[config.mk]
export PLATFORM = sky130hd
export DESIGN_NAME = antirrebote_n
export DESIGN_NICKNAME = d
export VERILOG_FILES = /design/src/rtl/antirrebote_n.sv
export SDC_FILE = /design/constraint.sdc
export NUM_CORES = 1
export LEC_CHECK = 0
export CAP_MARGIN = 30
export CELL_PAD_IN_SITES_DETAIL_PLACEMENT = 1
export CELL_PAD_IN_SITES_GLOBAL_PLACEMENT = 1
export CORE_MARGIN = 5
export CORE_UTILIZATION = 35
export DETAILED_ROUTE_END_ITERATION = 12
export PLACE_DENSITY = 0.73
export SYNTH_ARGS = -nofsm -noshare
export SYNTH_HDL_FRONTEND = slang
export SYNTH_SLANG_ARGS = --single-unit
[constraint.sdc]
create_clock -name clk -period 1.37 [get_ports clk]
set_input_delay 0.274 -clock clk [delete_from_list [all_inputs] [get_ports clk]]
set_output_delay 0.274 -clock clk [all_outputs]
set_load 0.01 [all_outputs]
[src/rtl/antirrebote_n.sv]
// antirrebote_n: parametrised multi-channel debouncer for front-panel
// pushbuttons and switches. Each input is synchronised by two flops and
// then filtered by a per-channel stability counter advanced by a shared
// sample-tick prescaler. The block produces the debounced level plus
// one-cycle rise/fall pulses.
//
// Optional feature: define ANTIRREBOTE_REPEAT_EN to build per-channel
// auto-repeat (rpt pulses while a channel is held high). Without it, rpt
// is tied to 0.
module antirrebote_n #(
  parameter int   CHANNELS     = 3,
  parameter int   DEPTH        = 4,
  parameter int   PRESCALE     = 1,
  parameter logic RESET_LEVEL  = 1'b0,
  parameter int   REPEAT_DELAY = 500,
  parameter int   REPEAT_RATE  = 100
) (
  input  logic                clk,
  input  logic                rst_n,
  input  logic                en,
  input  logic [CHANNELS-1:0] din,
  output logic [CHANNELS-1:0] dout,
  output logic [CHANNELS-1:0] rise,
  output logic [CHANNELS-1:0] fall,
  output logic [CHANNELS-1:0] rpt
);

  localparam int CW = (DEPTH > 1)    ? $clog2(DEPTH)    : 1;
  localparam int PW = (PRESCALE > 1) ? $clog2(PRESCALE) : 1;

  logic [CHANNELS-1:0] s1;
  logic [CHANNELS-1:0] s;
  logic [PW-1:0]       pcnt;
  logic                tick;
  logic [CW-1:0]       cnt [CHANNELS];
  logic [CHANNELS-1:0] accept;

  // Two-flop synchroniser, running regardless of en.
  // NOTE: sequential state uses non-blocking assignments so every flop
  // samples the pre-edge value; blocking here would collapse s1 into s.
  always_ff @(posedge clk or negedge rst_n) begin
    if (!rst_n) begin
      s1 <= {CHANNELS{RESET_LEVEL}};
      s  <= {CHANNELS{RESET_LEVEL}};
    end else begin
      s1 <= din;
      s  <= s1;
    end
  end

  // Shared prescaler: wraps at PRESCALE-1 while enabled, holds otherwise.
  always_ff @(posedge clk or negedge rst_n) begin
    if (!rst_n) begin
      pcnt <= '0;
    end else if (en) begin
      if (pcnt == PW'(PRESCALE - 1)) pcnt <= '0;
      else                           pcnt <= pcnt + 1'b1;
    end
  end

  assign tick = en && (pcnt == PW'(PRESCALE - 1));

  // A channel accepts its new level on the tick that completes DEPTH
  // consecutive differing samples.
  // NOTE: the default assignment first keeps this purely combinational;
  // leaving any bit unassigned on some path would infer a latch.
  always_comb begin
    accept = '0;
    for (int i = 0; i < CHANNELS; i++) begin
      accept[i] = tick && (s[i] != dout[i]) && (cnt[i] == CW'(DEPTH - 1));
    end
  end

  // Per-channel stability counters, debounced level and edge pulses.
  // NOTE: the counter array is a bank of flops, not a RAM, so it is reset
  // element by element like any other register.
  always_ff @(posedge clk or negedge rst_n) begin
    if (!rst_n) begin
      dout <= {CHANNELS{RESET_LEVEL}};
      rise <= '0;
      fall <= '0;
      for (int i = 0; i < CHANNELS; i++) cnt[i] <= '0;
    end else begin
      rise <= '0;
      fall <= '0;
      for (int i = 0; i < CHANNELS; i++) begin
        if (tick) begin
          if (s[i] == dout[i]) begin
            cnt[i] <= '0;
          end else if (accept[i]) begin
            dout[i] <= s[i];
            cnt[i]  <= '0;
            rise[i] <= s[i];
            fall[i] <= ~s[i];
          end else begin
            cnt[i] <= cnt[i] + 1'b1;
          end
        end
      end
    end
  end

`ifdef ANTIRREBOTE_REPEAT_EN
  localparam int RMAX = (REPEAT_DELAY > REPEAT_RATE) ? REPEAT_DELAY : REPEAT_RATE;
  localparam int RW   = $clog2(RMAX) + 1;

  logic [RW-1:0] rcnt [CHANNELS];

  // Auto-repeat: count held ticks after rise, pulse at REPEAT_DELAY and
  // every REPEAT_RATE after that by folding the count back to REPEAT_DELAY.
  // A low level or an accepted fall clears the count and silences rpt.
  always_ff @(posedge clk or negedge rst_n) begin
    if (!rst_n) begin
      rpt <= '0;
      for (int i = 0; i < CHANNELS; i++) rcnt[i] <= '0;
    end else begin
      rpt <= '0;
      for (int i = 0; i < CHANNELS; i++) begin
        if (!dout[i] || accept[i]) begin
          rcnt[i] <= '0;
        end else if (tick) begin
          if (int'(rcnt[i]) + 1 == REPEAT_DELAY) begin
            rpt[i]  <= 1'b1;
            rcnt[i] <= rcnt[i] + 1'b1;
          end else if (int'(rcnt[i]) + 1 == REPEAT_DELAY + REPEAT_RATE) begin
            rpt[i]  <= 1'b1;
            rcnt[i] <= RW'(REPEAT_DELAY);
          end else begin
            rcnt[i] <= rcnt[i] + 1'b1;
          end
        end
      end
    end
  end
`else
  assign rpt = '0;
`endif

endmodule

-- Yosys cells after proc, flatten, opt, wreduce, memory -nomap -nowiden
Cells that the tools add are included.
- logic and storage cells: 66
- bits of input ports: 6
- bits in registers: 22
- output and inout bits: 12
- reductions and logical operators: 10
- multiplexer cells: 25
- equality and inequality tests: 9
- bitwise gates (word level): 7
- $add $sub $neg: 4
- operators by type and width (kind ; number):
    $mux W1 ; 19
    $mux W2 ; 6
    $reduce_and A3 Y1 ; 3
    $logic_and A1 B1 Y1 ; 7
    $not A1 Y1 ; 7
    $add A2 B1 Y2 const B ; 3
    $eq A2 B2 Y1 const B ; 3
    $eq A1 B1 Y1 ; 3
    $ne A1 B1 Y1 ; 3
    $add A1 B1 Y1 const B ; 1

-- Logic depth before layout (Yosys ltp)
- depth in word-level cells: 7
- mapped depth: 3
- gate-level depth less buffers: 3

-- Least setup slack after synthesis
No wires, ideal clock.
- path kind: register to register
- start: register cnt[0] (netlist name)
- end: register cnt[0] (netlist name)
- clock period less this slack: 1.115 ns
- library setup time: 0.082 ns
- path buffers: 0
- arrival: 1.033 ns
- slack: 0.255 ns
- data required time: 1.288 ns
- cell stages (with the launch flop): 4
- path through: dfrtp_1 > ha_1 > or3b_1 > o22ai_1
- longest elaborated chain between the ends: 4
- elaborated cells on any way between the ends: 5
- classes of those cells: add/sub (1); eq/ne (1); mux (2); reduce/logical (1)
- RTL lines (item ; RTL line ; text):
    start: declaration ; 35 ; logic [CW-1:0] cnt [CHANNELS];
    start signal: indexed assignment ; 96 ; cnt[i] <= cnt[i] + 1'b1;
    parallel branches: the longest is 2 deep, another holds $add A2 B1 Y2 ; -- ;
    $mux W2 (*) ; 90 ; end else if (accept[i]) begin
    $mux W2 (*) ; 88 ; if (s[i] == dout[i]) begin
Every way passes the cells marked *.
A chain may end at the register's enable or synchronous reset.

-- Worst setup path in the final report
- start: register dout[1]
- end: output port dout[1]
- RTL lines (item ; RTL line ; text):
    start: declaration ; 22 ; output logic [CHANNELS-1:0] dout,
    start signal: assignment ; 79 ; dout <= {CHANNELS{RESET_LEVEL}};
    start signal: indexed assignment ; 91 ; dout[i] <= s[i];
No word-level cell between the ends.

==> results.md <==
Synth:
- By area the synthesized netlist is led by sky130_fd_sc_hd__dfrtp_1, sky130_fd_sc_hd__nor3b_1, sky130_fd_sc_hd__ha_1.
- The largest family of logic cells by synthesized area is simple AND/OR/NAND/NOR gates.
- The post-synthesis cell count is 62.
- The sequential element share of the synthesized area is 63.64%.
- The yosys synthesis warning count is 0.
- The number of distinct standard cells referenced by the synthesized netlist is 14.
- The synthesized netlist devotes 4.545% of its cell area to adder and majority cells.
- Summing the areas of all compound-gate instances in the mapped netlist gives 4.545% of the synthesized area.
- The post-synthesis xor/xnor area fraction is 3.182%.
- The cell accounting for the most synthesized area is sky130_fd_sc_hd__dfrtp_1.
- The multiplexer share of the synthesized area is 4.545%.
- In this run the mean area of a mapped cell was 13.32 um^2.
- In this run the biggest area consumer among cell types represents 63.64% of the synthesized area.
- The synthesized netlist occupies a cell area of 825.8 um^2.
- In this run, synthesis produced a sequential element count of 21.
- After Yosys synthesis, and, or, nand and nor cells account for 12.27% of the synthesized area.

Global routing:
- The total congestion overflow is 0.
- Entering global routing, the biggest net connects 22 pins.
- The initial antenna violation count is 0.
- The number of global-route vias before repair is 599.
- Global routing used 10.42% of the available tracks.
- The first-pass GRT wire length is 2642 um.

Placement:
- Routability-driven placement finished with a final weighted congestion of 0.6342.
- After detailed placement, the design holds a cell count of 106.
- Input and output buffers added on the ports amount to 14.
- The sum of net half-perimeters after detailed placement is 1153 um.

Layout:
- The combined area of the multi-input logic cells is 251.5 um^2.
- The relative area change from synthesis to final layout is 26.21%.
- The number of nets in the final layout is 95.
- The post-route netlist has 16.47% of its cells at a drive strength greater than 1.
- The number of antenna diodes in the final layout is 0.
- Across the whole layout, storage elements account for 525.5 um^2.
- The number of filler cells placed in the layout is 252.
- Leaving out filler cells and counting taps, the final layout contains 113.

Setup path:
- The critical path data arrival time is 990 ps.
- In this run the worst path has a maximum fanout of 2.
- Counting both buffers and inverters, the worst setup path holds a total of 1.
- The slowest cell on the critical path is sky130_fd_sc_hd__dfrtp_1.
- The startpoint class of the critical path is a flip-flop.
- The family with the most delay on the worst path is flip-flops.
- STA classifies the critical path endpoint as an output pin.
- The data required time at the worst endpoint is 1100 ps.
- The highest cell delay on the worst timing path is 400 ps.
- The worst setup path is of the flip-flop to output pin kind.
- Traced cell by cell, the critical path runs through dlygate4sd2_1.
- The flop-to-flop setup slack is 160 ps.

CTS:
- The number of buffers inserted for hold repair after clock tree synthesis is 0.
- The number of clock buffers added by TritonCTS is 3.
- CTS saw 21 sinks.
- The clock transition at the registers of the reported paths is 110 ps.
- At the later pin of the worst-skew pair, clock insertion delay measures 300 ps.
- The cell sitting at the root of the clock tree is a sky130_fd_sc_hd__clkbuf_4.
- The count of H-tree levels built during CTS is 1.
- TritonCTS built the clock tree.
- The maximum buffer depth of the clock tree is 2.

Floorplan:
- The I/O pin count is 18.
- The floorplan has 17 rows.
- In this run the horizontal extent of the chip is 58.58 um.
- The die covers 0.003431 mm^2.
- Once the floorplan was initialized, standard cells occupied 36.97% of the core.
- The chip height is 58.58 um.
- The placeable core region is 0.002233 mm^2.

Power and ir drop:
- The register share of total power is 48.4%.
- Combinational cells account for 34.8% of the total power.
- For this design the total switching power over the nets is 550.7 uW.
- In this run switching power makes up 31.28% of total power.
- The internal power of the cells totals 1.210 mW.
- IR analysis of the VDD net gives a maximum drop of 0.9157 mV.
- The areal power density over the cells is 1689 mW/mm^2.
- After layout, the design draws a total of 1.761 mW.
- For this design the static power due to leakage is 0.5229 nW.
- The clock network fraction of design power is 16.8%.

Worst hold path:
- The path class of the tightest hold or removal check is primary input to asynchronous set/reset pin.

Timing:
- The clock period could shrink to 1263 ps.
- On the final layout, the worst hold slack is 294.1 ps.
- The maximum clock frequency is 792.0 MHz.
- Dividing the final minimum period by the clock period gives 92.17%.
- The total count of max-transition violations in the final report came to 0.
- The number of endpoints with negative hold slack in the final report is 0.
- Setup violations remaining at the end of the flow were counted as 0.
- The setup clock skew after layout is 3.901 ps.
- Setup repair after global routing left no endpoint under its margin.

Detailed routing:
- The ratio of routed vias to standard cells is 4.646.
- The overall routed net length is 1470 um.
- The length of the first detailed-routing pass in iterations is 2.
- For this block, the via count after detailed routing is 525.
- In the final routed layout, each cell accounts on average for 13.01 um.
- The count of nets left with antenna violations once routing finished came out at 0.
- The detailed-route DRC error count is 0.
- The initial detailed-routing violation count is 1.

Job:
- The number of maximum-capacitance constraint violations is 0.

Status:
- The run finished with clean final reports.
-- flip-flops by register name (all words and copies together) (netlist names) --
register and cells:
s 3, s1 3, rise 3, fall 3, cnt 6, dout 3
-- metal layers --
layer | GRT usage, % | routed length, um | vias to the layer above
li1 | - | - | 245
met3 | 3.509 | 71 | 4
met5 | 0 | 0 | -
met1 | 11.89 | 562 | 264
met4 | 5.825 | 44 | 0
met2 | 17.07 | 791 | 12
-- cell usage after synthesis --
library cell,instances
sky130_fd_sc_hd__nor3b_1,6
sky130_fd_sc_hd__mux2_2,2
sky130_fd_sc_hd__conb_1,1
sky130_fd_sc_hd__nand2_4,1
sky130_fd_sc_hd__dfrtp_1,21
sky130_fd_sc_hd__or3b_1,3
sky130_fd_sc_hd__inv_1,6
sky130_fd_sc_hd__nand2_1,5
sky130_fd_sc_hd__buf_4,3
sky130_fd_sc_hd__ha_1,3
sky130_fd_sc_hd__buf_6,1
sky130_fd_sc_hd__o22ai_1,6
sky130_fd_sc_hd__mux2_4,1
sky130_fd_sc_hd__xnor2_1,3
-- through the flow --
stage | setup slack [ps] | utilization, % | area [um^2] | setup TNS, ps
3_3_place_gp | -80.55 | 44.99 | 1005 | -355.7
4_1_cts | 90.98 | 46.67 | 1042 | 0
5_1_grt | 62.16 | 46.67 | 1042 | 0
2_1_floorplan | 255.0 | - | 833.3 | 0
6_report | 107.3 | 46.67 | 1042 | 0
3_5_place_dp | -147.4 | 44.99 | 1005 | -601.9
-- area by class of cell --
| class | count | area share (%) |
|---|---|---|
| clock buffer | 4 | 2.521 |
| tap | 28 | 3.361 |
| timing repair buffer | 21 | 17.41 |
| multi-input combinational | 33 | 24.13 |
| inverter | 6 | 2.161 |
| sequential | 21 | 50.42 |
-- placed cells by master, fill, tap and decap left out --
cell and instances:
sky130_fd_sc_hd__dfrtp_1 21, sky130_fd_sc_hd__dlygate4sd2_1 9, sky130_fd_sc_hd__buf_4 7, sky130_fd_sc_hd__nor3b_1 6, sky130_fd_sc_hd__inv_1 6, sky130_fd_sc_hd__o22ai_1 6, sky130_fd_sc_hd__nand2_1 5, sky130_fd_sc_hd__clkdlybuf4s50_1 5
sky130_fd_sc_hd__xnor2_1 3, sky130_fd_sc_hd__or3b_1 3, sky130_fd_sc_hd__ha_1 3, sky130_fd_sc_hd__conb_1 3, sky130_fd_sc_hd__clkbuf_4 3, sky130_fd_sc_hd__mux2_2 2, sky130_fd_sc_hd__nand2_4 1, sky130_fd_sc_hd__mux2_4 1
sky130_fd_sc_hd__clkbuf_1 1
-- what timing repair did --
action | 4_1_cts | 5_1_grt
gates resized for setup | 9 | 0
setup buffers | 3 | 0
setup endpoints to repair | 9 | 0
-- power by group through the flow --
| stage | clock network (mW) | logic, mW | registers (mW) |
|---|---|---|---|
| detailed placement | 0 | 0.556 | 0.909 |
| CTS | 0.307 | 0.626 | 0.858 |
| finish | 0.295 | 0.613 | 0.853 |
| global route | 0.344 | 0.680 | 0.877 |
| global placement | 0 | 0.514 | 0.890 |
| floorplan | 0 | 0.325 | 0.902 |
-- final timing paths --
kind,startpoint,end,depth (start not counted)
hold / removal,rst_n,s1[1],2
setup reg to reg,cnt[0],cnt[0],3
max in group asynchronous,rst_n,fall[2],2
min in group clk,s1[2],s[2],0
setup / recovery,dout[1],dout[1],1
hold reg to reg,s1[2],s[2],0
-- logic make-up (layout without fill, tap and decap cells) --
group | Yosys count | count (layout)
muxes | 3 | 3
DFF | 21 | 21
AOI/OAI and AO/OA | 6 | 6
adders and majority gates | 3 | 3
other | 1 | 3
and+or+nand+nor | 15 | 15
xor gates and xnor gates | 3 | 3
buffers and inverters | 10 | 31
No activity file was read; power rests on OpenSTA's default activity.
==> RTL edit 1, RTL diff (same flow settings) <==
Add a define of `ANTIRREBOTE_REPEAT_EN`.
--- a/src/rtl/antirrebote_n.sv
+++ b/src/rtl/antirrebote_n.sv
@@ -9,2 +9,4 @@
 // is tied to 0.
+`define ANTIRREBOTE_REPEAT_EN
+
 module antirrebote_n #(
Formal check against the unedited RTL: same outputs for any inputs over 10 cycles, from zero or initial values and one cycle with rst_n low; that may be too few to reach the edited logic, so the function may still have changed.
==> RTL edit 1 against the original RTL <==
  * The flow now finishes with violations (setup timing)
  * Critical path type is now flop to flop
  * Sequential cell count increased by 33
  * Setup slack worse by 690 ps
  * Critical endpoint is now rcnt[23]
  * Sequential power increased by 130%
  * Non-clock buffer count grew 132
  * Synthesized cell count grew to 4.9 times the old value
  * Power increased to 3.1 times the old value
  * Final area rose to 4.6 times the old value
  * Wire length rose to 8.0 times the old value
  * Utilization is 12 points higher
  * Synthesized area increased to 3.5 times the old value
  * Register-to-register slack got worse by 740 ps
  * Worst hold slack better by 74 ps
  * Combinational power grew to 3.9 times the old value
==> RTL edit 1: results (changes against the original RTL) <==
Outcome
  • Status: finished with violations
  • Failing checks: setup timing

Timing
  • # setup viols final: 34 (+34)
  • Hold slack: 368 ps (+74.0 ps)
  • Final Skew: 10.5 ps (+6.65 ps)
  • Setup slack after layout: -582 ps (-689 ps)

Logic synthesis
  • Synth Area in Compound Gates: 16.4% (+12 points)
  • Synth top area cells: dfrtp_1 (47%), o21ai_0 (4.7%), nand2_1 (4.4%)
  • Adder-cell share of the synthesized area: 2.61% (-1.9 points)
  • Cells after Synth: 302 (+390%)
  • Post-synthesis mux area share: 3.01% (-1.5 points)
  • Post-synthesis sequential area ratio: 47.0% (-17 points)

Finish
  • Final nets: 464 (+390%)
  • Fraction of layout instances using a drive strength above 1: 51.2% (+35 points)

Routing
  • Avg WL per Cell: 21.0 um (+61%)
  • DRT Wirelength: 11.7 mm (+700%)
  • Via-to-Cell Ratio: 5.54 (+19%)
  • DR pass1 iterations: 4 (+2)
  • DRT iter0 DRCs: 123 (+122)

Setup path
  • Worst R2R Start: rcnt[21]
  • Worst r2r path cells: 7 (+4)
  • Reg2reg end: rcnt[23]
  • Worst Path Arrival: 2170 ps (+1180 ps)
  • Critical path peak fanout: 5 (+3)
  • Largest stage delay, worst path: 440 ps (+40 ps)

Placed design
  • Hpwl dp: 5.99 mm (+420%)
  • Final Wtd Congestion: 0.830 (+31%)
  • Pre-CTS setup slack: -607 ps (-460 ps)

Power and ir drop
  • P_leak: 2.17 nW (+310%)
  • PwrDens: 1140 nW/um^2 (-33%)

Global route
  • GRT Util Overall: 20.8% (+10 points)
  • First-pass GRT wire length: 16.5 mm (+520%)
  • Largest net degree at the start of global routing: 55 (+150%)
  • Met3 usage: 2.98% (-0.53 points)
  • GR Util met1: 22.9% (+11 points)

Clocking
  • Post-CTS Resized: 75 (+66)
  • Worst skew pair latency: 330 ps (+30 ps)
  • Htree depth: 2 (+1)
  • Setup Fix Bufs, Post-CTS: 23 (+20)
  • CTS root buffer: clkbuf_8
  • Hold-fix buffers, CTS: 1 (+1)
-- RTL edit 1: changes by cell type after synthesis, moves of 9 or more --
cell,unedited run,this run
dfrtp_1,21,54
a21oi_1,0,10
nand2_1,5,34
nand3_1,0,15
nor2_1,0,20
o21ai_0,0,27
nor2b_1,0,9
-- RTL edit 1: area by class of cell --
class | count | area [sq um]
tap | 105 | 131
sequential | 54 | 1360
inverter | 11 | 41.3
fill | 922 | 3350
timing repair buffer | 153 | 1270
clock buffer | 6 | 82.6
clock inverter | 2 | 17.5
multi-input combinational | 227 | 1840
-- RTL edit 1: how the worst max path moves through the flow --
| stage | start | endpoint | cells past startpoint |
|---|---|---|---|
| floorplan | rcnt[21] | rcnt[23] | 8 |
| global placement | rcnt[21] | rcnt[23] | 7 |
| detailed placement | rcnt[21] | rcnt[23] | 7 |
| CTS | rcnt[21] | rcnt[23] | 7 |
| global route | rcnt[21] | rcnt[23] | 7 |
| finish | rcnt[21] | rcnt[23] | 7 |
-- RTL edit 1: worst reg2reg max path, cell delays in order (launching register included) --
cell	delay, ps
dfrtp_2	440
ha_4	180
nand3_4	100
nor3_4	190
mux2i_2	290
and4_4	310
nor2_4	40
a221o_1	280
-- RTL edit 1: metal layers --
metal | vias to the layer above | part of all wire, %
met5 | - | 0
met4 | 0 | 4.3
met3 | 44 | 2.8
met2 | 93 | 53
met1 | 1565 | 39
li1 | 1391 | -
-- RTL edit 1: cells by family after synthesis --
group                      after synthesis
AOI/OAI and AO/OA                       73
xor gates and xnor gates                 8
adders and majority gates                6
buffers and inverters                   21
DFF                                     54
muxes                                    8
and+or+nand+nor                        132
-- RTL edit 1: power by group --
part,total [mW],switching (mW),internal (mW)
Combinational,2.37,1.12,1.25
Clock,1.04,0.623,0.419
Sequential,1.98,0.194,1.79
Total,5.40,1.94,3.46
==> RTL edit 2, RTL diff (config.mk and constraints unchanged) <==
Without the edit above. Register the input `en` before use, with the module's reset. The logic sees it one clock later. The other inputs are not delayed to match.
--- a/src/rtl/antirrebote_n.sv
+++ b/src/rtl/antirrebote_n.sv
@@ -30,2 +30,12 @@
 
+  logic en_q;
+
+  always_ff @(posedge clk or negedge rst_n) begin
+    if (!rst_n) begin
+      en_q <= '0;
+    end else begin
+      en_q <= en;
+    end
+  end
+
   logic [CHANNELS-1:0] s1;
@@ -54,3 +64,3 @@
       pcnt <= '0;
-    end else if (en) begin
+    end else if (en_q) begin
       if (pcnt == PW'(PRESCALE - 1)) pcnt <= '0;
@@ -60,3 +70,3 @@
 
-  assign tick = en && (pcnt == PW'(PRESCALE - 1));
+  assign tick = en_q && (pcnt == PW'(PRESCALE - 1));
 
Formal check against the unedited RTL: not equivalent (Yosys sat finds a counterexample within 10 cycles, from zero or initial values and one cycle with rst_n low).
==> RTL edit 2 against the original RTL <==
  * Maximum frequency grew 0.31%
  * Power shrank 1.8%
  * Sequential cell count grew 1
  * Wire length grew 0.14%
  * Synthesized area grew 3.0%
  * Die area grew 2.5%
  * Final area grew 0.60%
  * Setup slack gained 3.9 ps
  * Worst hold slack gained 5.3 ps
==> RTL edit 2: results (changes against the original RTL) <==
Placed design
  • DP Area: 1010 sq um (+1.0%)
  • Pre-CTS setup slack: 128 ps (+276 ps)
  • Cell Count Post-Placement: 105 (-0.94%)
  • Hpwl dp: 1.05 mm (-8.5%)
  • Final Wtd Congestion: 0.661 (+4.1%)

Logic synthesis
  • Netlist cell types: 14 (unchanged)
  • Synth top area cells: dfrtp_1 (65%), nor3b_1 (5.3%), ha_1 (4.4%)
  • Post-synthesis sequential area ratio: 64.7% (+1.1 points)

Routing
  • DRT iter0 DRCs: 1 (unchanged)
  • Vias: 510 (-2.9%)
  • DRT Wirelength: 1.47 mm (+0.14%)
  • Via-to-Cell Ratio: 4.59 (-1.1%)

Global route
  • Met2 Track Usage GR: 15.6% (-1.5 points)
  • Vias in the first global route: 576 (-3.8%)
  • First-pass GRT wire length: 2.48 mm (-6.2%)
  • GRT Util Overall: 9.70% (-0.73 points)
  • Met3 usage: 3.27% (-0.24 points)
  • GR Util met1: 11.0% (-0.87 points)
  • Largest net degree at the start of global routing: 23 (+4.5%)

Timing
  • Final Skew: 5.50 ps (+1.60 ps)
  • Hold slack: 299 ps (+5.27 ps)

Finish
  • Final nets: 94 (-1.1%)
  • Fraction of layout instances using a drive strength above 1: 14.5% (-2.0 points)
  • # diodes: 0 (unchanged)

Setup path
  • Worst R2R Start: en_q
  • Reg2reg end: dout[0]
  • Worst r2r path cells: 2 (-1)
  • Critical path peak fanout: 2 (unchanged)

Power and ir drop
  • P_leak: 0.525 nW (+0.43%)

Clocking
  • Clock Path Buffers: 2 (unchanged)

Hold path
  • Hold Path Class: input pin to async pin

Outcome
  • Status: finished, final reports clean
-- RTL edit 2: kinds of logic (layout without fill, tap and decap cells) --
family,count (synthesis),in the layout,synth area share [%]
adder cells (fa/ha/maj),3,3,4.41
AO/OA/AOI/OAI,6,6,4.41
XOR/XNOR,3,3,3.09
buffers and inverters,10,28,6.62
multiplexers,3,3,4.41
AND/OR/NAND/NOR,15,15,11.9
other,1,3,0.441
flip-flops,22,22,64.7
-- RTL edit 2: worst max-delay path by stage --
| stage | depth (start not counted) | start | to | slack (ps) |
|---|---|---|---|---|
| after floorplan | 3 | cnt[0] | cnt[0] | 260 |
| after global placement | 1 | dout[2] | dout[2] | 160 |
| after detailed placement | 1 | dout[2] | dout[2] | 130 |
| after CTS | 1 | dout[0] | dout[0] | 100 |
| after global routing | 1 | dout[1] | dout[1] | 50 |
| final | 1 | dout[1] | dout[1] | 110 |
-- RTL edit 2: final cells by class --
| cell class | instances | area (sq um) |
|---|---|---|
| fillers | 253 | 1230 |
| flip-flops and latches | 22 | 551 |
| multi-input cells | 33 | 251 |
| repair buffers | 19 | 166 |
| well taps | 28 | 35.0 |
| clock buffers | 3 | 22.5 |
| inverters | 6 | 22.5 |
-- RTL edit 2: report_power, final --
part | switching (mW) | internal (mW) | leakage (nW)
registers | 0.0943 | 0.790 | 0.281
clock network | 0.176 | 0.103 | 0.0138
logic | 0.262 | 0.304 | 0.231
-- RTL edit 2: timing repair --
item / 4_1_cts / 5_1_grt
setup buffers: 3 / 0
hold endpoints to repair: 0 / 0
hold buffers: 0 / 0
endpoints found under the setup margin: 9 / 0
resized for setup: 9 / 0
-- RTL edit 2: per-layer routing --
| metal | vias to the layer above | wire (um) |
|---|---|---|
| met5 | - | 0 |
| met4 | 0 | 27 |
| met3 | 4 | 67 |
| met2 | 12 | 762 |
| met1 | 250 | 614 |
| li1 | 244 | - |
-- RTL edit 2: worst reg2reg max path, cell delays in order (launching register included) --
cell and delay [ps]:
dfrtp_1 630, nand2_1 180, mux2_2 300
